`src/rtl/encoder_8_3_serial.sv`:
```
// Sequential priority encoder: accepts a request vector and emits the index of
// every set bit, highest first, one per output handshake.
module encoder_8_3_serial #(
    parameter int unsigned N = 8,
    parameter int unsigned W = 3
) (
    input  logic         clk,
    input  logic         rst,
    input  logic         E,
    input  logic         In_valid,
    output logic         In_ready,
    input  logic [N-1:0] In,
    output logic         Out_valid,
    input  logic         Out_ready,
    output logic [W-1:0] Out,
    output logic         Out_last,
    output logic         Zero
);

    typedef enum logic {
        IDLE = 1'b0,
        SCAN = 1'b1
    } state_t;

    state_t       state;
    logic [N-1:0] pend;
    logic [W-1:0] top_idx;
    logic [N-1:0] top_bit;
    logic         single;

    // Highest pending index; looks only at the registered pend vector.
    always_comb begin
        top_idx = '0;
        for (int i = 0; i < N; i++) begin
            if (pend[i]) top_idx = W'(i);
        end
        top_bit = N'(1) << top_idx;
        single  = (pend == top_bit);
    end

    assign In_ready  = !rst && E && (state == IDLE);
    assign Out_valid = !rst && E && (state == SCAN);
    assign Out       = top_idx;
    assign Out_last  = single;

    always_ff @(posedge clk) begin
        if (rst) begin
            state <= IDLE;
            pend  <= '0;
            Zero  <= 1'b0;
        end else begin
            Zero <= 1'b0;
            case (state)
                IDLE: begin
                    if (In_ready && In_valid) begin
                        if (In != '0) begin
                            pend  <= In;
                            state <= SCAN;
                        end else begin
                            Zero <= 1'b1;
                        end
                    end
                end
                SCAN: begin
                    // Retire the index just taken; the final one returns to IDLE.
                    if (Out_valid && Out_ready) begin
                        pend <= pend & ~top_bit;
                        if (single) state <= IDLE;
                    end
                end
                default: state <= IDLE;
            endcase
        end
    end

endmodule

```
`config.mk`:
```
export PLATFORM = sky130hd
export DESIGN_NAME = encoder_8_3_serial
export DESIGN_NICKNAME = d
export VERILOG_FILES = /design/src/rtl/encoder_8_3_serial.sv
export SDC_FILE = /design/constraint.sdc
export NUM_CORES = 1
export LEC_CHECK = 0
export CAP_MARGIN = 15
export CORE_MARGIN = 1
export CORE_UTILIZATION = 40
export DETAILED_ROUTE_END_ITERATION = 8
export PLACE_DENSITY_LB_ADDON = 0.3
export SYNTH_ARGS = -nofsm -noshare
export SYNTH_HDL_FRONTEND = slang
export SYNTH_SLANG_ARGS = --single-unit
```
`constraint.sdc`:
```
create_clock -name clk -period 2.7 [get_ports clk]
set_input_delay 0.54 -clock clk [delete_from_list [all_inputs] [get_ports clk]]
set_output_delay 0.54 -clock clk [all_outputs]
set_load 0.02 [all_outputs]
```
==> results.py <==
metrics = {
    "sta": {
        "timing.max_slew.rel_slack": 0.6497,
        "maxClockFrequency_mhz": 382.4,
        "timing.final.crit_share": 0.9685,
        "finalMaxSlewViolations": 0,
        "clock_skew_ns": 0.0001701,
        "post-route-min-period_ns": 2.615,
        "setup_viol": 0,
        "final.hold.worst_slack_ns": 0.6056,
        "setup_ws_ns": 0.08501,
        "tightestPinTransition_ns": 0.5255,
        "final_hold_viol_count": 0,
    },
    "worst_setup_path": {
        "cp-end-kind": "output port",
        "worst_path_largest_cell_delay_ns": 0.42,
        "crit_family": "simple AND/OR/NAND/NOR gates",
        "crit_path_max_fanout": 4,
        "critPathRequiredTime_ns": 2.16,
        "timing.critical_path.from_type": "flop",
        "timing.critical_path.slowest_stage_cell": "or4_1",
        "crit_chain": "nand2b_4 > a21oi_2 > nor2_2 > or4_1 > ha_1 > nand4_1 > nor2_1 > buf_4",
        "critical_path_class": "reg2out",
        "worst_path_arrival_ns": 2.07,
        "cp_num_buf_inv": 1,
    },
    "route": {
        "via_count": 788,
        "route.final.wire_length_um": 2149,
        "drt_pass1_iterations": 4,
        "wl_per_cell_um": 14.52,
        "detail_route.iter0.violations": 13,
        "remaining_routing_drc_violations": 0,
        "antenna_violating_nets_post_route": 0,
        "post_drt_via_cell_ratio": 5.324,
    },
    "run": {
        "drv.max_cap_violation_count": 0,
    },
    "clocking": {
        "cts_sinks": 10,
        "clkSlewWorstSetupHoldPaths_ns": 0.07,
        "hold_buffers": 0,
        "ctsHtreeMaxLevel": 1,
        "total_clock_buffers_created_by_cts": 3,
        "clk_path_buf_depth": 2,
        "tritoncts": "built",
        "worst_skew_pair.late_latency_ns": 0.27,
        "ctsRootBufferMaster": "clkbuf_4",
    },
    "status": {
        "status": "finished, final reports clean",
    },
    "synthesis": {
        "synthDistinctLibCells": 26,
        "post_synthesis_instance_total": 91,
        "yosysSeqAreaShare": 0.2299,
        "mappedNetlistNets": 112,
        "ys_seq_elements": 10,
        "synth.top_cell.area_share": 0.2299,
        "yosysWarningCount": 0,
        "syn-cell-area_um2": 870.8,
        "yosysTopAreaCell": "dfxtp_1",
        "syn-mean-instance-area_um2": 9.570,
        "async_flop_share": 0,
        "netlist_top_cells_area": "dfxtp_1, ha_1, mux2_2",
        "synth_ff_type": "dfxtp_1",
        "synth-edff-count": 0,
    },
    "global_route": {
        "antenna_violations_before_repair": 0,
        "number_of_global_route_vias_before_repair": 850,
        "first_pass_grt_wire_length_um": 3767,
        "maximum_number_of_pins_on_one_net_before_global_route_repair": 13,
        "grt_remaining_overflow": 0,
        "grt.total_usage": 0.2083,
    },
    "layout": {
        "final_design_area_no_fill_um2": 1209,
        "antenna_cells_inserted": 0,
        "final_layout_size_suffix_gt1_frac": 0.4711,
        "fill_cells": 180,
        "multi_input_comb_area_um2": 659.4,
        "ff_latch_area_um2": 203.9,
        "syn_to_final_growth_pct": 38.79,
        "final_net_count": 144,
        "final_util": 0.6038,
    },
    "worst_hold_path": {
        "min-delay-path-class": "reg2reg",
    },
    "floorplan": {
        "ioPinCount": 20,
        "fp-row-count": 16,
        "initial_utilization": 0.4350,
        "dieWidth_um": 48.66,
        "core_um2": 2002,
        "floorplan.die.height_um": 48.66,
        "fp.dieArea_um2": 2368,
    },
    "placed_design": {
        "replace_congestion": 0.8256,
        "detailed_placement_wirelength_estimate_um": 1653,
        "placement.cell_area_um2": 1146,
        "io_buffer_count": 19,
        "place_ws_ns": -0.1559,
    },
    "power_and_ir_drop": {
        "power.share.sequential": 0.356,
        "comb_power_share": 0.424,
        "cellInternalPower_mw": 0.3177,
        "max_vdd_drop_v": 0.0002393,
        "power.switching_fraction": 0.3373,
        "netSwitchingPower_mw": 0.1617,
        "clock_power_share": 0.220,
        "p_leak_nw": 0.4326,
        "power_density_relative_to_cell_area_nw_per_um2": 396.6,
    },
}
## path summary, 6_finish.rpt
check | start | to | slack (ns) | cells after the start
setup / recovery | pend[2]$_SDFFE_PP0P_ | Out_last | 0.09 | 8
hold / removal | pend[0]$_SDFFE_PP0P_ | pend[0]$_SDFFE_PP0P_ | 0.61 | 2
setup reg to reg | pend[2]$_SDFFE_PP0P_ | state$_SDFF_PP0_ | 0.60 | 10
hold reg to reg | pend[0]$_SDFFE_PP0P_ | pend[0]$_SDFFE_PP0P_ | 0.61 | 2
## metrics by stage
step	std cells	power, mW	setup TNS [ns]
finish	148	0.4794	0
global route	148	0.5095	-0.006206
CTS	148	0.4749	0
detailed placement	145	0.3683	-0.1559
global placement	145	0.3654	-0.1047
floorplan	91	0.2750	0
## what timing repair did
item                       CTS  global route
pin swaps                    2             8
resized for setup            7             9
buffers inserted             0             0
setup endpoints to repair    1             1
## worst reg2reg max path: cells and delay by family (launching register included)
kind	cells	cell delay [ns]
buffers and inverters	1	0.13
adders and majority gates	1	0.31
AOI/OAI and AO/OA	3	0.33
DFF	1	0.34
and+or+nand+nor	5	0.86
## layout make-up
type,instances,area share
tap,27,0.02795
inverter,3,0.009317
clock buffer,3,0.01863
sequential,10,0.1687
multi-input combinational,74,0.5455
timing repair buffer,31,0.2298
## power groups by stage
| stage | Sequential [mW] | Clock, mW | Combinational, mW |
|---|---|---|---|
| after global placement | 0.170 | 0 | 0.195 |
| final | 0.171 | 0.105 | 0.203 |
| after CTS | 0.167 | 0.109 | 0.199 |
| after global routing | 0.172 | 0.116 | 0.221 |
| after floorplan | 0.166 | 0 | 0.109 |
| after detailed placement | 0.170 | 0 | 0.198 |
## synthesized netlist by cell type, types with 3 or more instances
master	instances
nor3_1	9
a21oi_2	8
nand4_1	3
nand2_1	6
inv_1	3
mux2_2	8
buf_6	3
nor2_1	6
nor3_2	8
dfxtp_1	10
ha_1	8
## placed cells by master, fill, tap and decap left out, types with 2 or more instances in the layout
cell type / instances
clkdlybuf4s50_1: 18
buf_4: 13
a21oi_2: 9
nor3_1: 9
mux2_2: 8
nor3_2: 8
dfxtp_1: 7
ha_1: 7
nand2_1: 6
nor2_2: 4
inv_1: 3
nand4_1: 3
nor2_1: 3
clkbuf_4: 3
dfxtp_2: 3
nand2b_4: 2
or4_1: 2
nor4_4: 2
## flip-flops by register name (all words and copies together) (netlist names)
name	count
pend	8
state	1
Zero	1
## cells by family (layout without fill, tap and decap cells)
kind of cell | count (synthesis) | in the layout | synth area share
AOI/OAI and AO/OA | 15 | 15 | 0.1465
and+or+nand+nor | 43 | 43 | 0.3477
DFF | 10 | 10 | 0.2299
buffers and inverters | 7 | 37 | 0.05746
adders and majority gates | 8 | 8 | 0.1149
muxes | 8 | 8 | 0.1035
## routing by layer
metal | global-route usage | vias to the layer above | wire, um
li1 | - | 396 | -
met1 | 0.2490 | 369 | 956
met2 | 0.3565 | 19 | 1061
met3 | 0.06918 | 4 | 102
met4 | 0.04902 | 0 | 29
met5 | 0 | - | 0
No activity file was read; power rests on OpenSTA's default activity.
